==> src/rtl/raccoon2ram_pipe.sv <==
// Raccoon ring slave bridging one address window onto a synchronous RAM with 1..4 cycle read latency.
// Every slot takes RD_LATENCY+2 cycles from RaccIn to RaccOut regardless of type, so ring order is kept.
module raccoon2ram_pipe #(
  parameter logic [19:0] ADDR_MASK  = 20'hF0000,
  parameter logic [19:0] ADDR_BASE  = 20'h10000,
  parameter int          RD_LATENCY = 1,
  parameter bit          WR_ACK     = 1'b1,
  parameter bit          READ_ONLY  = 1'b0
) (
  input  logic        CLK,
  input  logic        RST,
  input  logic [63:0] RaccIn,
  output logic [63:0] RaccOut,
  output logic        CS,
  output logic        WE,
  output logic [19:0] ADDR,
  output logic [3:0]  MASK,
  output logic [31:0] WR_DATA,
  input  logic [31:0] RD_DATA
);

  generate
    if (RD_LATENCY < 1 || RD_LATENCY > 4) begin : g_bad_latency
      $error("raccoon2ram_pipe: RD_LATENCY must be 1..4");
    end
  endgenerate

  typedef enum logic [1:0] {CL_NONE, CL_RD, CL_WR, CL_ERR} cls_e;

  logic [63:0] din;
  cls_e        din_cls;
  logic        match;

  always_ff @(posedge CLK or posedge RST) begin
    if (RST) din <= 64'd0;
    else     din <= RaccIn;
  end

  always_comb begin
    match   = (din[63:62] == 2'b11) &&
              (({din[49:32], 2'b00} & ADDR_MASK) == (ADDR_BASE & ADDR_MASK));
    din_cls = CL_NONE;
    if (match) begin
      if (din[53:50] == 4'h0) din_cls = CL_RD;
      else if (READ_ONLY)     din_cls = CL_ERR;
      else                    din_cls = CL_WR;
    end
  end

  // RAM port is driven straight from din; rejected writes never reach the RAM.
  assign CS      = (din_cls == CL_RD) || (din_cls == CL_WR);
  assign WE      = (din_cls == CL_WR);
  assign ADDR    = {din[49:32], 2'b00};
  assign MASK    = din[53:50];
  assign WR_DATA = din[31:0];

  // Delay line matches the RAM read latency so RD_DATA lines up with its slot.
  logic [RD_LATENCY-1:0][63:0] dl_pkt;
  cls_e [RD_LATENCY-1:0]       dl_cls;

  for (genvar g = 0; g < RD_LATENCY; g++) begin : g_dl
    always_ff @(posedge CLK or posedge RST) begin
      if (RST) begin
        dl_pkt[g] <= 64'd0;
        dl_cls[g] <= CL_NONE;
      end else if (g == 0) begin
        dl_pkt[g] <= din;
        dl_cls[g] <= din_cls;
      end else begin
        dl_pkt[g] <= dl_pkt[(g == 0) ? 0 : g-1];
        dl_cls[g] <= dl_cls[(g == 0) ? 0 : g-1];
      end
    end
  end

  logic [63:0] last_pkt;
  cls_e        last_cls;
  logic [63:0] out_nxt;

  assign last_pkt = dl_pkt[RD_LATENCY-1];
  assign last_cls = dl_cls[RD_LATENCY-1];

  always_comb begin
    out_nxt = last_pkt;
    unique case (last_cls)
      CL_RD:   out_nxt = {2'b10, last_pkt[61:32], RD_DATA};
      CL_WR:   out_nxt = WR_ACK ? {2'b10, last_pkt[61:32], 32'd0} : 64'd0;
      CL_ERR:  out_nxt = {2'b01, last_pkt[61:32], 32'd0};
      default: ;
    endcase
  end

  always_ff @(posedge CLK or posedge RST) begin
    if (RST) RaccOut <= 64'd0;
    else     RaccOut <= out_nxt;
  end

endmodule

==> config.mk <==
export PLATFORM = sky130hd
export DESIGN_NAME = raccoon2ram_pipe
export DESIGN_NICKNAME = d
export VERILOG_FILES = /design/src/rtl/raccoon2ram_pipe.sv
export SDC_FILE = /design/constraint.sdc
export NUM_CORES = 1
export LEC_CHECK = 0
export CAP_MARGIN = 20
export CORE_MARGIN = 3
export CORE_UTILIZATION = 39
export CTS_BUF_LIST = sky130_fd_sc_hd__clkbuf_4 sky130_fd_sc_hd__clkbuf_8 sky130_fd_sc_hd__clkbuf_16
export CTS_CLUSTER_DIAMETER = 120
export CTS_CLUSTER_SIZE = 16
export DETAILED_ROUTE_END_ITERATION = 6
export GPL_TIMING_DRIVEN = 0
export MAX_ROUTING_LAYER = met4
export PLACE_DENSITY = 0.75
export REMOVE_ABC_BUFFERS = 1
export SYNTH_ARGS = -nofsm -noshare
export SYNTH_HDL_FRONTEND = slang
export SYNTH_SLANG_ARGS = --single-unit
==> constraint.sdc <==
create_clock -name CLK -period 5.8 [get_ports CLK]
set_clock_uncertainty 0.15 [all_clocks]
set_input_delay 0.58 -clock CLK [delete_from_list [all_inputs] [get_ports CLK]]
set_output_delay 0.58 -clock CLK [all_outputs]
set_load 0.005 [all_outputs]
## Word-level counts from Yosys, hierarchy flattened

Cells that the tools add are included.
Widths: inputs -> output; s select.

- Flip-flop bits (word level): 194

- Reduce and logical (&&, ||, !) cells: 3
- Equality and inequality tests: 7
- Muxes and demuxes: 3

Operators by type and width:

| cell | count |
|---|---|
| $pmux 64 s3 | 1 |
| $eq 2x2->1 const B | 4 |
| $eq 2x1->1 const B | 2 |
| $eq 4x1->1 const B | 1 |
| $logic_not 4->1 | 1 |
| $mux 2 | 2 |
| $logic_and 1x1->1 | 1 |
| $logic_or 1x1->1 | 1 |

## Logic depth before layout (Yosys ltp)

Gate-level depths: netlist of the first run.

- Depth in word-level cells: 5
- Depth in mapped cells: 6

## Worst setup path after synthesis of the first run

No wires, ideal clock.

- Path type: register to output
- Start: register din[51]
- End: output WE
- Data required time: 5070 ps
- Buffers on the path: 0
- Arrival: 1061 ps
- Path slack: 4009 ps
- Cell stages (with the launch flop): 3
- Path through: dfrtp_1 or4_4 nor4b_4

- Cells in the longest elaborated chain, start to end: 4

RTL lines:

| what | RTL line | text |
|---|---|---|
| start: declaration | 30 | `logic [63:0] din;` |
| start signal: assignment | 36 | `else din <= RaccIn;` |
| $logic_not 4->1 | 44 | `if (din[53:50] == 4'h0) din_cls = CL_RD;` |
| $mux 2 | 44 |  |
| $mux 2 | 43 | `if (match) begin` |
| $eq 2x2->1 | 52 | `assign WE = (din_cls == CL_WR);` |
| end: declaration | 15 | `output logic WE,` |

Every way passes these cells.

## Final worst setup path of the first run

- Start: register din[47]
- End: output WE

- Cells in the longest elaborated chain, start to end: 4

RTL lines:

| what | RTL line | text |
|---|---|---|
| $eq 4x1->1 | 41 | `(({din[49:32], 2'b00} & ADDR_MASK) == (ADDR_BASE & ADDR_MASK));` |
| $logic_and 1x1->1 | 40 | `match = (din[63:62] == 2'b11) &&` |
| $mux 2 | 43 |  |
| $eq 2x2->1 | 52 |  |

Every way passes these cells.

==> impl_table.tex, run 1 <==
\begin{tabular}{lr}
\hline
Metric & Value \\
\hline
\multicolumn{2}{l}{\textbf{Status}} \\
Outcome & finished clean \\
\multicolumn{2}{l}{\textbf{Floorplanning}} \\
Initial Util & 40.1\% \\
Rows & 44 \\
Die Area & 16600 µm² \\
Core area & 14600 µm² \\
Width of the chip & 129 µm \\
Vertical die dimension & 129 µm \\
I/O pin count & 220 \\
\multicolumn{2}{l}{\textbf{Critical path}} \\
Type of the worst setup path & register to output pin \\
R2R setup slack & 4100 ps \\
Startpoint kind of the worst setup timing path & register \\
Endpoint required time on the critical path & 5070 ps \\
Worst-path maximum fanout & 3 \\
Sort of element at the end of the critical path & output pin \\
Worst r2r src & dl\_cls[1] \\
FF-to-FF End & RaccOut[23] \\
Logic depth of the worst register-to-register path & 4 \\
CP Data Arrival Time & 2010 ps \\
\multicolumn{2}{l}{\textbf{Power}} \\
Leak Pwr & 3.67 nW \\
Maximum ir drop on the vdd rail & 0.257 mV \\
PwrDens & 328 nW/µm² \\
\multicolumn{2}{l}{\textbf{STA}} \\
Final worst path period need & 2740 ps \\
Endpoints failing setup & 0 \\
Max-slew violations & 0 \\
Relative max-transition margin & 63.7\% \\
Hold violation total from the final report & 0 \\
Worst hold-check slack & 198 ps \\
Worst Max-Slew Pin Slew & 544 ps \\
Maximum clock frequency & 364 MHz \\
Period utilisation layout & 47.3\% \\
Slack of the critical path & 3060 ps \\
Unrepaired setup endpoints after global routing & no \\
\multicolumn{2}{l}{\textbf{Global routing}} \\
Number of global-route vias before repair & 3437 \\
Total congestion overflow & 0 \\
Busiest layer in global routing & met2 \\
First-pass GRT wire length & 18.1 mm \\
Met2 Use GR & 23.8\% \\
Antenna violations before repair & 0 \\
Met1 GRT Util & 16.8\% \\
Maximum number of pins on one net before global-route repair & 99 \\
GR Util met3 & 7.72\% \\
Gr usage total & 15.0\% \\
\multicolumn{2}{l}{\textbf{Clock network}} \\
Setup fix buffers added after clock tree synthesis & 0 \\
Sinks on Clock Net & 194 \\
Skew-Pair Late Insertion Delay & 430 ps \\
Post-cts resize count & 0 \\
Clock slew seen by the registers of the worst setup and hold paths & 70 ps \\
Hold-fix buffers at CTS & 0 \\
Clock Path Buffers & 2 \\
CTS Buf Count & 17 \\
Clock root buffer & clkbuf\_16 \\
CTS tree & yes \\
Clock H-tree levels & 4 \\
\multicolumn{2}{l}{\textbf{Logic synthesis}} \\
Cell count after synthesis & 370 \\
Count of cell types in the netlist & 16 \\
Area contributors post-synth & dfrtp\_1 83\%, buf\_4 7.2\%, nand2\_1 4.1\% \\
Total number of yosys warnings & 0 \\
Post-synthesis cell area & 5870 µm² \\
Library cell with the largest summed area after synthesis & dfrtp\_1 \\
Synthesized area per cell & 15.9 µm² \\
Sequential-to-total area share from yosys stat & 82.7\% \\
Number of register bits inferred by synthesis & 194 \\
Share of Yosys cell area claimed by the top area cell type & 82.7\% \\
\multicolumn{2}{l}{\textbf{Drt}} \\
DR vias & 3177 \\
Number of DRC markers after the initial detailed-route iteration & 90 \\
Post-route antenna net violation count & 0 \\
Number of design rule violations left after detail routing & 0 \\
Per-cell routed wire length & 15.6 µm \\
Via/cell ratio & 4.28 \\
Length of the first detailed-routing pass in iterations & 4 \\
Drt total wl & 11.6 mm \\
\multicolumn{2}{l}{\textbf{Worst hold path}} \\
Worst hold path class & register to register \\
Min-delay src & dl\_pkt[38] \\
Worst hold path endpoint & RaccOut[38] \\
Depth of the worst hold-timing path & 0 \\
\multicolumn{2}{l}{\textbf{Layout}} \\
Count of nets after finishing & 646 \\
Area of the multi-input gates & 541 µm² \\
Total of fill cells in the finished design & 1110 \\
Layout cells sized above 1 & 7.35\% \\
Synthesis-to-finish area growth & 45.1\% \\
Area taken by flip-flops and latches & 4850 µm² \\
Diode insertion count for antenna repair & 0 \\
\multicolumn{2}{l}{\textbf{Placement}} \\
Final estimated routing congestion in global placement & 0.755 \\
Buffers added on ports & 217 \\
HPWL after detailed placement & 8.30 mm \\
Post-place setup slack & 3490 ps \\
\multicolumn{2}{l}{\textbf{Flow run}} \\
MaxCap Viol Count & 0 \\
\hline
\end{tabular}
==> layer usage <==
layer | vias up | share of wire (%)
li1 | 1456 | -
met1 | 1551 | 38
met2 | 154 | 51
met3 | 16 | 10
met4 | 0 | 1.2
met5 | - | 0
==> flip-flops by register name, indices dropped and copies added (netlist names) <==
| signal | flops |
|---|---|
| dl_pkt | 64 |
| din | 64 |
| dl_cls | 2 |
| RaccOut | 64 |
==> placed cells by master, fill, tap and decap left out, drive strengths merged, types with 3 or more instances in the layout <==
cell type        n
clkdlybuf4s50  217
inv             10
nand2           64
clkbuf          18
ha               3
clkinv           6
dfrtp          194
o21ai           32
buf              4
==> synthesized netlist by cell type <==
cell / number
buf_2: 8
or4_4: 1
mux2_1: 2
nand4b_1: 1
clkbuf_1: 2
nor4b_4: 1
inv_1: 3
ha_1: 3
nor4_4: 1
dfrtp_1: 194
nor3_1: 1
buf_4: 56
o21ai_1: 28
nand2_1: 64
conb_1: 1
o21ai_0: 4
==> final cells by class <==
cell class	count	share of cell area [%]
multi-input cells	108	6.35
clock inverters	14	1.85
inverters	3	0.220
clock buffers	18	5.16
flip-flops and latches	194	57.0
well taps	184	2.70
repair buffers	221	26.7
==> metrics by stage <==
stage               setup TNS (ps)  instances  util, %  cell area, µm²  power (mW)
floorplan                   -41500        305        -            5400        1.51
global placement           -421620        706     53.3            7810        1.67
detailed placement               0        710     54.1            7920        1.69
CTS                              0        742     58.2            8520        2.83
global route                     0        742     58.2            8520        2.91
finish                           0        742     58.2            8520        2.79
==> worst max-delay path: stages (launching register included) <==
cell             delay [ps]
dfrtp_1                 400
nand4b_1                340
nor4b_4                 300
clkdlybuf4s50_1         550
==> power breakdown <==
group          leakage, nW  internal (mW)  switching (mW)
clock                0.290          0.590           0.545
combinational         1.12          0.139          0.0690
sequential            2.27           1.42          0.0265
total                 3.67           2.15           0.641
==> cell families after synthesis <==
logic type | count (synthesis) | share of synthesized area [%]
other | 1 | 0.0639
buffers and inverters | 69 | 8.17
adders and majority gates | 3 | 0.640
muxes | 2 | 0.384
DFF | 194 | 82.7
AOI/OAI and AO/OA | 32 | 2.73
and+or+nand+nor | 69 | 5.29
==> how the worst max path moves through the flow <==
| stage | startpoint | to | slack, ps | depth (start not counted) |
|---|---|---|---|---|
| 3_5_place_dp | din[47] | WE | 3490 | 3 |
| 6_report | din[47] | WE | 3060 | 3 |
| 3_3_place_gp | RST | dl_pkt[19] | -2180 | 2 |
| 4_1_cts | din[47] | WE | 3000 | 3 |
| 2_1_floorplan | RST | RaccOut[0] | -210 | 1 |
| 5_1_grt | din[47] | WE | 2940 | 3 |
Power figures use the tool's default switching activity.
==> run 2: changes to the inputs <==
==> constraint.sdc (replaced) <==
create_clock -name CLK -period 2.4 [get_ports CLK]
set_clock_uncertainty 0.15 [all_clocks]
set_input_delay 0.24 -clock CLK [delete_from_list [all_inputs] [get_ports CLK]]
set_output_delay 0.24 -clock CLK [all_outputs]
set_load 0.005 [all_outputs]
==> run 2 against run 1 <==
Wire length up 0.15%. Final cell count increased by 0.13%. Critical path depth is the same. Cell area about the same. Sequential share of layout area about the same. Setup slack lost 2900 ps. Flip-flop and latch count unchanged. Combinational power up 140%. Register-to-register slack got worse by 3400 ps. Clock power increased by 140%. Non-clock buffer count up 1. Critical path type unchanged. Largest cell class unchanged. Highest routed layer unchanged.
==> impl_table.tex, run 2 (synthesis gave the netlist of run 1 again) <==
\begin{tabular}{lr}
\hline
Metric & Value \\
\hline
\multicolumn{2}{l}{\textbf{Drt}} \\
Number of DRC markers after the initial detailed-route iteration & 91 (+1.1\%) \\
Post-route antenna net violation count & 0 (unchanged) \\
Per-cell routed wire length & 15.6 µm (about the same) \\
Number of design rule violations left after detail routing & 0 (unchanged) \\
Length of the first detailed-routing pass in iterations & 4 (unchanged) \\
Via/cell ratio & 4.27 (-0.17\%) \\
Drt total wl & 11.6 mm (+0.15\%) \\
DR vias & 3176 (-0.031\%) \\
\multicolumn{2}{l}{\textbf{Critical path}} \\
CP Data Arrival Time & 1840 ps (-170 ps) \\
Startpoint kind of the worst setup timing path & register \\
Type of the worst setup path & register to output pin \\
Endpoint required time on the critical path & 2010 ps (-3060 ps) \\
Sort of element at the end of the critical path & output pin \\
Worst-path maximum fanout & 3 (unchanged) \\
\multicolumn{2}{l}{\textbf{Clock network}} \\
Clock Path Buffers & 2 (unchanged) \\
Clock H-tree levels & 4 (unchanged) \\
CTS Buf Count & 17 (unchanged) \\
Clock slew seen by the registers of the worst setup and hold paths & 80 ps (about the same) \\
Skew-Pair Late Insertion Delay & 430 ps (about the same) \\
Clock root buffer & clkbuf\_16 \\
CTS tree & yes \\
Sinks on Clock Net & 194 (unchanged) \\
\multicolumn{2}{l}{\textbf{Global routing}} \\
GR Util met3 & 7.72\% (unchanged) \\
Maximum number of pins on one net before global-route repair & 99 (unchanged) \\
Total congestion overflow & 0 (unchanged) \\
Met1 GRT Util & 16.8\% (unchanged) \\
Antenna violations before repair & 0 (unchanged) \\
Number of global-route vias before repair & 3442 (+0.15\%) \\
Busiest layer in global routing & met2 \\
Met2 Use GR & 23.9\% (+0.061 points) \\
Gr usage total & 15.1\% (+0.018 points) \\
First-pass GRT wire length & 18.1 mm (about the same) \\
\multicolumn{2}{l}{\textbf{Layout}} \\
Largest registers ranked by flip-flop count & RaccOut: 64 flops, din: 64 flops, dl\_pkt: 64 flops \\
Layout cells sized above 1 & 7.51\% (+0.17 points) \\
Commonest cells after routing, fill and taps aside & 216 x clkdlybuf4s50\_1, 194 x dfrtp\_1, 64 x nand2\_1, 28 x o21ai\_1, 17 x clkbuf\_16 \\
Fin cells & 743 (+0.13\%) \\
Area of the multi-input gates & 541 µm² (unchanged) \\
Final Core Density & 58.2\% (about the same) \\
Design area & 8520 µm² (about the same) \\
Synthesis-to-finish area growth & 45.2\% (about the same) \\
Count of nets after finishing & 647 (+0.15\%) \\
Total of fill cells in the finished design & 1113 (+0.27\%) \\
Leading cell type in the layout, fill and taps excluded & clkdlybuf4s50\_1 \\
Diode insertion count for antenna repair & 0 (unchanged) \\
Area taken by flip-flops and latches & 4850 µm² (unchanged) \\
\multicolumn{2}{l}{\textbf{Floorplanning}} \\
Initial Util & 40.1\% (unchanged) \\
Width of the chip & 129 µm (unchanged) \\
Rows & 44 (unchanged) \\
Die Area & 16600 µm² (unchanged) \\
Core area & 14600 µm² (unchanged) \\
I/O pin count & 220 (unchanged) \\
Vertical die dimension & 129 µm (unchanged) \\
\multicolumn{2}{l}{\textbf{STA}} \\
Hold violation total from the final report & 0 (unchanged) \\
Worst Max-Slew Pin Slew & 544 ps (unchanged) \\
Final worst path period need & 2230 ps \\
Setup Total Neg Slack & 0 ps (unchanged) \\
Unrepaired setup endpoints after global routing & no \\
Endpoints failing setup & 0 (unchanged) \\
Max-slew violations & 0 (unchanged) \\
Period utilisation layout & 93.0\% \\
Maximum clock frequency & 448 MHz \\
Relative max-transition margin & 63.7\% (unchanged) \\
\multicolumn{2}{l}{\textbf{Placement}} \\
Post-place instance area & 7920 µm² (unchanged) \\
Placed cells & 710 (unchanged) \\
Buffers added on ports & 217 (unchanged) \\
HPWL after detailed placement & 8.30 mm (unchanged) \\
Final estimated routing congestion in global placement & 0.755 (unchanged) \\
\multicolumn{2}{l}{\textbf{Power}} \\
Maximum ir drop on the vdd rail & 0.620 mV (+140\%) \\
Power, Total & 6.74 mW (+140\%) \\
Leak Pwr & 3.68 nW (+0.25\%) \\
PwrDens & 791 nW/µm² (+140\%) \\
\multicolumn{2}{l}{\textbf{Status}} \\
Outcome & finished clean \\
\multicolumn{2}{l}{\textbf{Flow run}} \\
MaxCap Viol Count & 0 (unchanged) \\
\multicolumn{2}{l}{\textbf{Worst hold path}} \\
Worst hold path class & primary input to register \\
\hline
\end{tabular}
==> run 2: changes by cell type in the layout (fill, tap and decap cells not counted) <==
cell / before / now
buf_4: 0 / 1
dlygate4sd2_1: 0 / 1
clkdlybuf4s50_1: 217 / 216
==> run 2: routing by layer <==
| layer | share of wire (%) | vias to the layer above |
|---|---|---|
| li1 | - | 1458 |
| met1 | 38 | 1550 |
| met2 | 51 | 152 |
| met3 | 10 | 16 |
| met4 | 1.2 | 0 |
| met5 | 0 | - |
==> run 2: final cells by class <==
class	count	area share (%)
Multi-Input combinational cell	108	6.34
Clock inverter	14	1.85
Inverter	3	0.220
Clock buffer	18	5.15
Sequential cell	194	57.0
Tap cell	184	2.70
Timing Repair Buffer	222	26.8
==> run 2: power by group <==
group | total [mW] | internal [mW] | switching, mW
clock network | 2.74 | 1.43 | 1.32
logic | 0.503 | 0.336 | 0.167
registers | 3.50 | 3.43 | 0.0640
==> run 2: worst max-delay path, stage by stage (launching register included) <==
cell	delay [ps]
dfrtp_1	400
nand4b_1	300
nor3_1	190
clkdlybuf4s50_1	520
==> run 2: path summary, 6_finish.rpt <==
check                         endpoint  slack (ps)  cells past startpoint        from
setup / recovery                    CS         170                      3     din[47]
hold / removal                 din[31]          90                      1  RaccIn[31]
setup reg to reg           RaccOut[23]         700                      4   dl_cls[1]
hold reg to reg            RaccOut[38]         200                      0  dl_pkt[38]
max in group asynchronous  RaccOut[10]        1510                      3         RST
min in group asynchronous   dl_pkt[54]         200                      3         RST
==> run 2: through the flow <==
| stage | hold slack, ps | setup slack [ps] |
|---|---|---|
| floorplan | 121 | -3270 |
| global placement | 182 | -5240 |
| detailed placement | 185 | 429 |
| CTS | 70.9 | 130 |
| global route | 65.0 | 36.0 |
| finish | 92.0 | 167 |
==> run 2: what timing repair did <==
action | CTS | global route
hold buffers | 0 | 0
gates resized for setup | 1 | 0
buffers inserted | 1 | 0
endpoints found under the hold margin | 0 | 0
setup endpoints to repair | 1 | 0
==> run 3: changes to the inputs <==
--- a/config.mk
+++ b/config.mk
@@ -16,6 +16,7 @@
 export MAX_ROUTING_LAYER = met4
 export PLACE_DENSITY = 0.75
 export REMOVE_ABC_BUFFERS = 1
+export SETUP_SLACK_MARGIN = 0.02
 export SYNTH_ARGS = -nofsm -noshare
 export SYNTH_HDL_FRONTEND = slang
 export SYNTH_SLANG_ARGS = --single-unit
==> results of run 3 <==
No change in the layout: final DEF, timing and power equal those of run 2.
